<file path="src/rtl/crc_rx_seq.sv">
// crc_rx_seq -- USB receive packet sequencer.
//
// Sits between the bit decoder and a pair of external CRC engines (CRC5 for
// tokens, CRC16 for data). Collects the PID byte, steers payload bits into the
// right engine, counts bits, and at end of packet reports length / PID / CRC
// errors plus a one-cycle completion pulse.
//
// Ports:
//   clk, rst               clock, synchronous active-high reset
//   sop                    start of packet (SYNC just completed)
//   bit_valid, bit_data    one decoded bit per strobe, LSB first
//   eop                    end-of-packet strobe
//   crc5_valid             CRC5 engine residual matches
//   crc16_valid            CRC16 engine residual matches
//   crc_data               bit presented to both engines (= bit_data)
//   crc_clear              preset both engines
//   crc5_shift             shift enable for the CRC5 engine
//   crc16_shift            shift enable for the CRC16 engine
//   pid[3:0]               PID nibble of the most recent packet
//   pkt_done               one-cycle pulse when a packet has been checked
//   pkt_ok                 packet passed every check (held until next sop)
//   err_pid/err_len/err_crc  error flags (held until next sop)
module crc_rx_seq (
  input  logic       clk,
  input  logic       rst,
  input  logic       sop,
  input  logic       bit_valid,
  input  logic       bit_data,
  input  logic       eop,
  input  logic       crc5_valid,
  input  logic       crc16_valid,
  output logic       crc_data,
  output logic       crc_clear,
  output logic       crc5_shift,
  output logic       crc16_shift,
  output logic [3:0] pid,
  output logic       pkt_done,
  output logic       pkt_ok,
  output logic       err_pid,
  output logic       err_len,
  output logic       err_crc
);

  localparam int unsigned CNT_W = 11;

  // Bit counts include the 8 PID bits.
  localparam logic [CNT_W-1:0] TOKEN_BITS = 11'd24;
  localparam logic [CNT_W-1:0] HSK_BITS   = 11'd8;
  localparam logic [CNT_W-1:0] DATA_MIN   = 11'd24;
  localparam logic [CNT_W-1:0] DATA_MAX   = 11'd1048;
  localparam logic [CNT_W-1:0] PID_LAST   = 11'd7;

  typedef enum logic [2:0] {
    S_IDLE,
    S_PID,
    S_TOKEN,
    S_DATA,
    S_HSK,
    S_DRAIN,
    S_CHECK
  } state_t;

  state_t           state_q, state_d;
  state_t           kind_q, kind_d;    // state the packet was in at eop
  logic [CNT_W-1:0] cnt_q, cnt_d;
  logic [7:0]       pid_sr_q, pid_sr_d;
  logic [3:0]       pid_q, pid_d;
  logic             pkt_done_q, pkt_done_d;
  logic             pkt_ok_q, pkt_ok_d;
  logic             err_pid_q, err_pid_d;
  logic             err_len_q, err_len_d;
  logic             err_crc_q, err_crc_d;
  logic             clr_pend_q;        // engines still need a preset after reset

  logic [7:0]       pid_byte;
  logic             len_bad;
  logic             crc_bad;

  function automatic logic [CNT_W-1:0] sat_inc(input logic [CNT_W-1:0] v);
    return (v == {CNT_W{1'b1}}) ? v : v + 11'd1;
  endfunction

  always_comb begin
    state_d     = state_q;
    kind_d      = kind_q;
    cnt_d       = cnt_q;
    pid_sr_d    = pid_sr_q;
    pid_d       = pid_q;
    pkt_done_d  = 1'b0;
    pkt_ok_d    = pkt_ok_q;
    err_pid_d   = err_pid_q;
    err_len_d   = err_len_q;
    err_crc_d   = err_crc_q;
    crc5_shift  = 1'b0;
    crc16_shift = 1'b0;
    pid_byte    = {bit_data, pid_sr_q[7:1]};
    len_bad     = 1'b0;
    crc_bad     = 1'b0;

    if (sop) begin
      // sop wins over everything, including a coincident eop; an aborted
      // packet never reaches CHECK so it never pulses pkt_done.
      state_d   = S_PID;
      cnt_d     = '0;
      pkt_ok_d  = 1'b0;
      err_pid_d = 1'b0;
      err_len_d = 1'b0;
      err_crc_d = 1'b0;
    end else begin
      case (state_q)
        S_PID: begin
          if (eop) begin
            kind_d  = S_PID;
            state_d = S_CHECK;
          end else if (bit_valid) begin
            cnt_d    = sat_inc(cnt_q);
            pid_sr_d = pid_byte;
            if (cnt_q == PID_LAST) begin
              pid_d = pid_byte[3:0];
              if (pid_byte[7:4] != ~pid_byte[3:0]) begin
                err_pid_d = 1'b1;
                state_d   = S_DRAIN;
              end else begin
                case (pid_byte[1:0])
                  2'b01:   state_d = S_TOKEN;
                  2'b11:   state_d = S_DATA;
                  2'b10:   state_d = S_HSK;
                  default: begin
                    err_pid_d = 1'b1;
                    state_d   = S_DRAIN;
                  end
                endcase
              end
            end
          end
        end
        S_TOKEN: begin
          if (eop) begin
            kind_d  = S_TOKEN;
            state_d = S_CHECK;
          end else if (bit_valid) begin
            cnt_d = sat_inc(cnt_q);
            // Overlong tokens are still counted but kept out of the engine.
            crc5_shift = (cnt_q < TOKEN_BITS);
          end
        end
        S_DATA: begin
          if (eop) begin
            kind_d  = S_DATA;
            state_d = S_CHECK;
          end else if (bit_valid) begin
            cnt_d       = sat_inc(cnt_q);
            crc16_shift = 1'b1;
          end
        end
        S_HSK: begin
          if (eop) begin
            kind_d  = S_HSK;
            state_d = S_CHECK;
          end else if (bit_valid) begin
            cnt_d = sat_inc(cnt_q);
          end
        end
        S_DRAIN: begin
          if (eop) begin
            kind_d  = S_DRAIN;
            state_d = S_CHECK;
          end
        end
        S_CHECK: begin
          state_d    = S_IDLE;
          pkt_done_d = 1'b1;
          case (kind_q)
            S_TOKEN: begin
              len_bad = (cnt_q != TOKEN_BITS);
              crc_bad = !crc5_valid;
            end
            S_HSK: len_bad = (cnt_q != HSK_BITS);
            S_DATA: begin
              len_bad = (cnt_q < DATA_MIN) || (cnt_q > DATA_MAX) ||
                        (cnt_q[2:0] != 3'd0);
              crc_bad = !crc16_valid;
            end
            S_PID:   len_bad = 1'b1;
            default: len_bad = 1'b0;
          endcase
          // A CRC verdict on a packet of the wrong length is meaningless.
          if (len_bad) crc_bad = 1'b0;
          err_len_d = len_bad;
          err_crc_d = crc_bad;
          pkt_ok_d  = !(len_bad || crc_bad || err_pid_q);
        end
        default: ;
      endcase
    end
  end

  always_ff @(posedge clk) begin
    if (rst) begin
      state_q    <= S_IDLE;
      kind_q     <= S_IDLE;
      cnt_q      <= '0;
      pid_q      <= '0;
      pkt_done_q <= 1'b0;
      pkt_ok_q   <= 1'b0;
      err_pid_q  <= 1'b0;
      err_len_q  <= 1'b0;
      err_crc_q  <= 1'b0;
      clr_pend_q <= 1'b1;
    end else begin
      state_q    <= state_d;
      kind_q     <= kind_d;
      cnt_q      <= cnt_d;
      pid_q      <= pid_d;
      pkt_done_q <= pkt_done_d;
      pkt_ok_q   <= pkt_ok_d;
      err_pid_q  <= err_pid_d;
      err_len_q  <= err_len_d;
      err_crc_q  <= err_crc_d;
      clr_pend_q <= 1'b0;
    end
  end

  // PID shift register is pure data; its contents only matter once 8 bits
  // have arrived after a sop.
  always_ff @(posedge clk) begin
    pid_sr_q <= pid_sr_d;
  end

  assign crc_data  = bit_data;
  assign crc_clear = (sop | clr_pend_q) & ~rst;
  assign pid       = pid_q;
  assign pkt_done  = pkt_done_q;
  assign pkt_ok    = pkt_ok_q;
  assign err_pid   = err_pid_q;
  assign err_len   = err_len_q;
  assign err_crc   = err_crc_q;

endmodule

</file>
<file path="config.mk">
export PLATFORM = sky130hd
export DESIGN_NAME = crc_rx_seq
export DESIGN_NICKNAME = d
export VERILOG_FILES = /design/src/rtl/crc_rx_seq.sv
export SDC_FILE = /design/constraint.sdc
export NUM_CORES = 1
export LEC_CHECK = 0
export CORE_AREA = 4 4 63 76
export DETAILED_ROUTE_END_ITERATION = 8
export DIE_AREA = 0 0 67 80
export GPL_TIMING_DRIVEN = 0
export PLACE_DENSITY = 0.67
export SLEW_MARGIN = 10
export SYNTH_ARGS = -nofsm -noshare
export SYNTH_HDL_FRONTEND = slang
export SYNTH_SLANG_ARGS = --single-unit
</file>
<file path="constraint.sdc">
create_clock -name clk -period 2.08 [get_ports clk]
set_input_delay 0.208 -clock clk [delete_from_list [all_inputs] [get_ports clk]]
set_output_delay 0.208 -clock clk [all_outputs]
set_load 0.03 [all_outputs]
</file>
# Word level (Yosys, flattened, before mapping)
# Index checks and enable logic that the tools add are counted.
[word_totals] regBits=35 inputBits=8 output_inout_bits=13
[classes] addsub=1 order_cmp=2 n_eq_ne=30 mux=33 n_bitwise=7 reduce_logical=22
[ops] operator="$mux 3" n=10
[ops] operator="$mux 1" n=18
[ops] operator="$pmux 3 s3" n=2
[ops] operator="$reduce_and 4->1" n=4
[ops] operator="$pmux 3 s5" n=1
[ops] operator="$eq 3x2->1 const B" n=4
[ops] operator="$eq 3x3->1 const B" n=4
[ops] operator="$add 11x1->11 const B" n=1
[ops] operator="$eq 11x11->1 const B" n=1
[ops] operator="$eq 11x3->1 const B" n=1
[ops] operator="$gt 11x11->1 const B" n=1
[ops] operator="$lt 11x5->1 const B" n=1
[ops] operator="$ne 11x4->1 const B" n=1
[ops] operator="$ne 11x5->1 const B" n=1
[ops] operator="$ne 2x2->1 const B" n=5
[ops] operator="$reduce_and 5->1" n=2
[ops] operator="$ne 4x4->1 const B" n=2
[ops] operator="$reduce_or 4->1" n=2
[ops] operator="$reduce_and 7->1" n=1
[ops] operator="$eq 3x1->1 const B" n=2
[ops] operator="$ne 3x3->1 const B" n=2
[ops] operator="$reduce_bool 3->1" n=2
[ops] operator="$reduce_bool 5->1" n=1
[ops] operator="$eq 2x2->1 const B" n=2
[ops] operator="other kinds (15)" n=24

# Depth between registers and ports, before layout
# Gate-level depths: netlist of the first run.
[logic_depth] depth_word=12 depth_mapped=8 mapped_depth_nobuf=7

# Least setup slack after synthesis of the first run
# No wires, ideal clock.
[synth_path] path_kind="register -> output" from="register state_q[1]" to="output port crc5_shift" arrival_ns=2.166 slack_ns=-0.294 path_stages_with_launch=4 cell_sequence="dfxtp_1 -> inv_1 -> or4_1 -> nor4b_1"
[synth_via] elab_chain_cells=3
[synth_rtl] element="from (decl)" line="63" text="state_t state_q, state_d;"
[synth_rtl] element="from (signal assigned)" line="211" text="state_q <= state_d;"
[synth_rtl] element="$eq 3x2->1" line="110" text="case (state_q)"
[synth_rtl] element="$mux 1" line="110"
[synth_rtl] element="$mux 1" line="100" text="if (sop) begin"
[synth_rtl] element="to (decl)" line="34" text="output logic crc5_shift,"
# No other way between the ends.

# Worst setup path in the final report of the first run
[layout_path] from="register state_q[2]" to="output port crc5_shift"
# The elaborated chain is that of the path after synthesis.

==> results by group, run 1 <==
Layout
  – Fillcell total: 392
  – Sequential Area: 754 sq um
  – Share of cells above drive strength 1: 16.3%
  – Layout Nets: 236
  – Number of inserted diodes: 0
  – Util after Layout: 57.1%
  – Synthesis-to-layout area growth: 22.8%
  – Area of the multi-input gates: 1030 sq um

Route
  – Routed Antenna Nets: 0
  – Initial DRC Count: 36
  – Drt wl/cell: 14.5 microns
  – DR pass1 iterations: 4
  – Routed WL: 3980 microns
  – Number of remaining DRC errors: 0
  – Routed vias: 1456
  – Via density: 5.29

Critical path
  – Cells on worst reg2reg path: 5
  – Reg-to-reg slack, setup: 0.24 ns
  – Critical R2R Capture: pkt_ok
  – Critical Path Fanout Max: 8
  – Worst setup EP type: primary output
  – Startpoint Class: register
  – Worst Path Required: 1.87 ns
  – Crit path DAT: 1.81 ns
  – Startpoint of the worst-slack reg-to-reg timing path: cnt_q[5]
  – Critical path class: register to primary output

Power
  – Maximum VDD drop: 406 uV
  – Cell Pwr Density: 661 nW/um^2
  – Pleak: 0.822 nW
  – Overall Power: 1.50 mW

CTS
  – Worst skew pair latency: 0.29 ns
  – CTS Root Buffer Type: clkbuf_8
  – Cts bufs inserted: 5
  – Clock slew seen by the registers of the worst setup and hold paths: 0.07 ns
  – Hold buffers post-CTS: 0
  – Clk buf depth: 2
  – H-tree level count: 2
  – TritonCTS clock tree: yes
  – Clock tree sinks: 34

STA
  – Pins Over Slew Limit: 0
  – Tightest Pin Transition: 0.544 ns
  – Peak Freq: 496 MHz
  – Slew HR: 63.5%
  – RSZ-0062 raised after global routing: no
  – Worst Skew: 0.00743 ns
  – Setup ws final: 0.0633 ns
  – WHS: 0.438 ns
  – Final worst path period need: 2.02 ns
  – Final Setup Violations: 0
  – Final Hold Vio Count: 0
  – Fin crit share: 97.0%
  – Setup TNS: 0 ns

Min path
  – Hold path depth: 1
  – Hold EP: clr_pend_q
  – HP Class: input port to register
  – HP Start: rst

Die
  – Std-Cell Rows: 25
  – Io pins: 21
  – Die Ht: 80 microns
  – Chip width: 67 microns
  – Die footprint: 5360 sq um
  – Core box area: 3970 sq um
  – Initial core utilization: 46.5%

Run
  – Max-cap violations: 0

Placed design
  – Setup WS pre-CTS: -0.624 ns
  – Post-DP HPWL: 3120 microns
  – Buffers on Ports: 20
  – GP Congestion: 0.794

Yosys
  – Number of flops mapped to enable cells by yosys: 7
  – Most common flop cell mapped by yosys: dfxtp_1
  – Mapped cell area: 1850 sq um
  – Yosys cell types: 50
  – Synth area leader: dfxtp_1
  – Post-synthesis area per instance: 9.68 sq um
  – Yosys top cell area share: 29.2%
  – Commonest cells post-synth: dfxtp_1, nor2_1, inv_1
  – Yosys warns: 0
  – Largest cells by area after synthesis: dfxtp_1, edfxtp_1, ha_1
  – Fraction of registers with async set/reset: 0%
  – Flops & latches, synth: 34
  – Most common cell in the synthesized netlist: dfxtp_1
  – Cells after Synth: 191
  – Synth Net Count: 207
  – Sequential-to-total area share from yosys stat: 40.6%

Global route
  – First-pass GRT wire length: 6680 microns
  – Vias in the first global route: 1404
  – Pin count of the biggest net entering global routing: 13
  – Grt ovf: 0
  – GRT Util Overall: 16.6%
  – Initial antenna violation count: 0

Run status
  – Status: complete, no violations
state kept, by name (all words and copies together), names as in the netlist:
register and flops:
pid_sr_q 7, err_crc 1, pkt_done 1, err_len 1, pkt_ok 1, state_q 3, pid 4, clr_pend_q 1
cnt_q 11, err_pid 1, kind_q 3
timing repair:
item                       CTS  global route
setup endpoints to repair    2            10
pin swaps                    0             1
gates resized for setup     13             7
buffers inserted             0             2
worst max-delay path, stage by stage, from the launching register on:
cell and delay [ns]:
dfxtp_1 0.33, buf_6 0.14, or4_4 0.55, nor4b_4 0.30, buf_4 0.20
power by group:
part | total, mW | internal (mW) | switching [mW]
Clock | 0.608 | 0.356 | 0.252
Combinational | 0.193 | 0.0870 | 0.106
Sequential | 0.698 | 0.685 | 0.0132
area by class of cell:
cell class	count	area share, %
Timing Repair Buffer	22	9.21
Multi-Input combinational cell	137	45.3
Buffer	8	2.26
Inverter	12	1.98
Tap cell	54	2.98
Clock inverter	3	1.98
Clock buffer	5	3.03
Sequential cell	34	33.2
cell usage in the layout (no fill, tap or decap), drive strengths merged, types with 8 or more instances in the layout:
| cell type | Yosys | final |
|---|---|---|
| a21oi | 9 | 9 |
| xor2 | 8 | 8 |
| inv | 12 | 12 |
| nand2 | 9 | 9 |
| dfxtp | 27 | 27 |
| nor2 | 24 | 24 |
| ha | 8 | 8 |
| nand3 | 8 | 8 |
| clkbuf | 4 | 9 |
| clkdlybuf4s50 | 0 | 15 |
cells by family (layout without fill, tap and decap cells):
| family | Yosys count | after routing | share of synthesized area (%) |
|---|---|---|---|
| AO/OA/AOI/OAI | 32 | 32 | 12.5 |
| XOR/XNOR | 12 | 12 | 6.09 |
| adder cells (fa/ha/maj) | 8 | 8 | 5.42 |
| buffers and inverters | 20 | 50 | 5.14 |
| flip-flops | 34 | 34 | 40.6 |
| multiplexers | 7 | 7 | 3.79 |
| AND/OR/NAND/NOR | 78 | 78 | 26.5 |
how the worst max path moves through the flow:
stage	startpoint	end	depth (start not counted)
floorplan	state_q[1]	crc5_shift	3
global placement	eop	crc5_shift	5
detailed placement	eop	crc5_shift	5
CTS	state_q[1]	crc5_shift	4
global route	state_q[2]	crc16_shift	4
finish	state_q[2]	crc5_shift	4
stage by stage:
stage | std cells | instance area [sq um]
CTS | 273 | 2230
finish | 275 | 2270
detailed placement | 265 | 2120
global placement | 265 | 2120
global route | 275 | 2270
floorplan | 191 | 1850
per-layer routing:
layer,share of wire [%],global-route usage (%),vias up
li1,-,-,742
met3,2.9,3.80,7
met4,1.4,6.09,0
met2,54,28.9,18
met5,0,0,-
met1,42,19.3,689
(Power assumes the default switching activity.)
==> run 2: changes to the inputs <==
--- a/config.mk
+++ b/config.mk
@@ -6,6 +6,7 @@
 export NUM_CORES = 1
 export LEC_CHECK = 0
 export CORE_AREA = 4 4 63 76
+export CTS_BUF_LIST = sky130_fd_sc_hd__clkbuf_8
 export DETAILED_ROUTE_END_ITERATION = 8
 export DIE_AREA = 0 0 67 80
 export GPL_TIMING_DRIVEN = 0
==> results of run 2 <==
No change in the layout: final DEF, timing and power equal those of run 1.
==> run 3: changes to the inputs <==
--- a/config.mk
+++ b/config.mk
@@ -5,12 +5,12 @@
 export SDC_FILE = /design/constraint.sdc
 export NUM_CORES = 1
 export LEC_CHECK = 0
-export CORE_AREA = 4 4 63 76
+export CORE_AREA = 4 4 74 89
 export CTS_BUF_LIST = sky130_fd_sc_hd__clkbuf_8
+export CTS_CLUSTER_SIZE = 10
 export DETAILED_ROUTE_END_ITERATION = 8
-export DIE_AREA = 0 0 67 80
+export DIE_AREA = 0 0 78 93
 export GPL_TIMING_DRIVEN = 0
-export PLACE_DENSITY = 0.67
 export SLEW_MARGIN = 10
 export SYNTH_ARGS = -nofsm -noshare
 export SYNTH_HDL_FRONTEND = slang
==> run 3 against run 2 <==
Net effect: core utilization decreased by 17 points; cell area is 0.28% higher; critical path depth stayed put.
==> results by group, run 3 (synthesis gave the netlist of run 1 again) <==
Die
  – Initial core utilization: 32.6% (-14 points)
  – Die Ht: 93 microns (+16%)
  – Std-Cell Rows: 30 (+20%)
  – Die footprint: 7250 sq um (+35%)
  – Chip width: 78 microns (+16%)
  – Core box area: 5670 sq um (+43%)
  – Io pins: 21 (unchanged)

Layout
  – Share of cells above drive strength 1: 16.4% (+0.074 points)
  – Max FFs per register: 11 (unchanged)
  – Commonest non-fill, non-tap cell in the layout: dfxtp_1
  – Most frequent cells in the layout: dfxtp_1, nor2_1, clkdlybuf4s50_1, inv_1
  – Number of inserted diodes: 0 (unchanged)
  – Largest reg by FF count: cnt_q
  – Synthesis-to-layout area growth: 23.2%
  – Fillcell total: 570 (+45%)
  – Layout Nets: 235 (-0.42%)

Placed design
  – GP Congestion: 0.813 (+2.4%)
  – Buffers on Ports: 20 (unchanged)
  – Post-DP HPWL: 2990 microns (-4.1%)

Global route
  – Initial antenna violation count: 0 (unchanged)
  – Vias in the first global route: 1465 (+4.3%)
  – GRT Util Overall: 11.9% (-4.6 points)
  – Pin count of the biggest net entering global routing: 12 (-1)
  – First-pass GRT wire length: 6840 microns (+2.5%)
  – Grt ovf: 0 (unchanged)

Route
  – Routed vias: 1459 (+0.21%)
  – Routed Antenna Nets: 0 (unchanged)
  – Drt wl/cell: 13.2 microns (-8.9%)
  – Initial DRC Count: 104 (+190%)
  – Routed WL: 3960 microns (-0.65%)
  – DR pass1 iterations: 4 (unchanged)
  – Number of remaining DRC errors: 0 (unchanged)
  – Via density: 4.86 (-8.1%)

Critical path
  – Startpoint Class: register
  – Reg-to-reg slack, setup: 0.23 ns (about the same)
  – CP peak stage delay: 0.54 ns (about the same)
  – Cells on worst reg2reg path: 6 (+1)
  – Worst setup EP type: primary output
  – Worst Path Required: 1.87 ns (about the same)
  – CP max stage cell: or4_4
  – CP Cell Sequence: buf_6 > or4_4 > nor4b_2 > buf_4
  – Critical Path Fanout Max: 8 (unchanged)
  – Crit path DAT: 1.79 ns (-0.02 ns)
  – Critical path class: register to primary output

STA
  – Final Hold Vio Count: 0 (unchanged)
  – Pins Over Slew Limit: 0 (unchanged)
  – RSZ-0062 raised after global routing: no
  – Final Setup Violations: 0 (unchanged)
  – Final worst path period need: 1.99 ns (-0.0225 ns)
  – Tightest Pin Transition: 0.567 ns (+0.0223 ns)
  – Slew HR: 62.0% (-1.5 points)
  – Fin crit share: 95.9% (-1.1 points)
  – Worst Skew: 0.00315 ns (-0.00427 ns)
  – Setup TNS: 0 ns (unchanged)
  – Peak Freq: 501 MHz (+1.1%)
  – WHS: 0.442 ns (+0.00422 ns)

Run status
  – Status: complete, no violations

CTS
  – Hold buffers post-CTS: 0 (unchanged)
  – Clock tree sinks: 34 (unchanged)
  – H-tree level count: 2 (unchanged)
  – Clk buf depth: 2 (unchanged)
  – Worst skew pair latency: 0.29 ns (about the same)
  – Cts bufs inserted: 5 (unchanged)
  – CTS Root Buffer Type: clkbuf_8
  – TritonCTS clock tree: yes
  – Clock slew seen by the registers of the worst setup and hold paths: 0.07 ns (about the same)

Power
  – Cell Pwr Density: 652 nW/um^2 (-1.3%)
  – Maximum VDD drop: 392 uV (-3.6%)
  – Pleak: 0.817 nW (-0.62%)

Run
  – Max-cap violations: 0 (unchanged)

Min path
  – HP Class: input port to register
  – Hold path depth: 1 (unchanged)
## run 3: changes by cell type in the layout (fill, tap and decap cells not counted)
cell,previous run,this run
buf_4,4,3
clkbuf_2,1,2
clkdlybuf4s15_1,1,0
clkinv_2,0,2
clkinvlp_4,2,0
nor4b_2,0,1
nor4b_4,1,0
## run 3: layout make-up
| type | count | area, sq um | share of cell area [%] |
|---|---|---|---|
| sequential | 34 | 754 | 33.2 |
| buffer | 8 | 51.3 | 2.25 |
| multi-input combinational | 137 | 1020 | 44.8 |
| clock inverter | 3 | 40.0 | 1.76 |
| tap | 80 | 100 | 4.40 |
| clock buffer | 5 | 68.8 | 3.02 |
| timing repair buffer | 21 | 196 | 8.63 |
| inverter | 12 | 45.0 | 1.98 |
## run 3: worst paths after layout
path / start / to
min reg2reg: err_crc / err_crc
max reg2reg: cnt_q[0] / cnt_q[6]
min: rst / clr_pend_q
max: state_q[2] / crc5_shift
## run 3: where the power goes
part | leakage, nW | internal [mW] | switching, mW | total (mW)
Combinational | 0.477 | 0.0841 | 0.104 | 0.188
Clock | 0.0579 | 0.352 | 0.245 | 0.597
Sequential | 0.283 | 0.685 | 0.0138 | 0.699
Total | 0.817 | 1.12 | 0.363 | 1.48
## run 3: routing by layer
layer	vias to the layer above	GRT usage, %	part of all wire [%]
li1	744	-	-
met1	677	14.0	45
met2	28	20.1	49
met3	10	3.28	3.7
met4	0	5.39	2.4
met5	-	0	0
## run 3: per-stage QoR
stage                     area, sq um  setup slack [ns]  util (%)  cells  total power [mW]
final                            2280            0.0857      40.2    300              1.48
after global routing             2280           0.00717      40.2    300              1.54
after CTS                        2260           0.00392      39.8    299              1.50
after detailed placement         2150            -0.550      38.0    291             0.899
after global placement           2150            -0.551      38.0    291             0.897
after floorplan                  1850             0.102         -    191             0.844
## run 3: critical path, delay by kind of cell, from the launching register on
family                 cells  cell delay (ns)
buffers and inverters      2             0.34
AND/OR/NAND/NOR            2             0.83
flip-flops                 1             0.32
## run 3: timing repair
| item | 4_1_cts | 5_1_grt |
|---|---|---|
| resized for setup | 13 | 7 |
| buffers inserted | 0 | 1 |
| endpoints found under the setup margin | 2 | 10 |
| hold endpoints to repair | 0 | 0 |
| pin swaps | 0 | 1 |
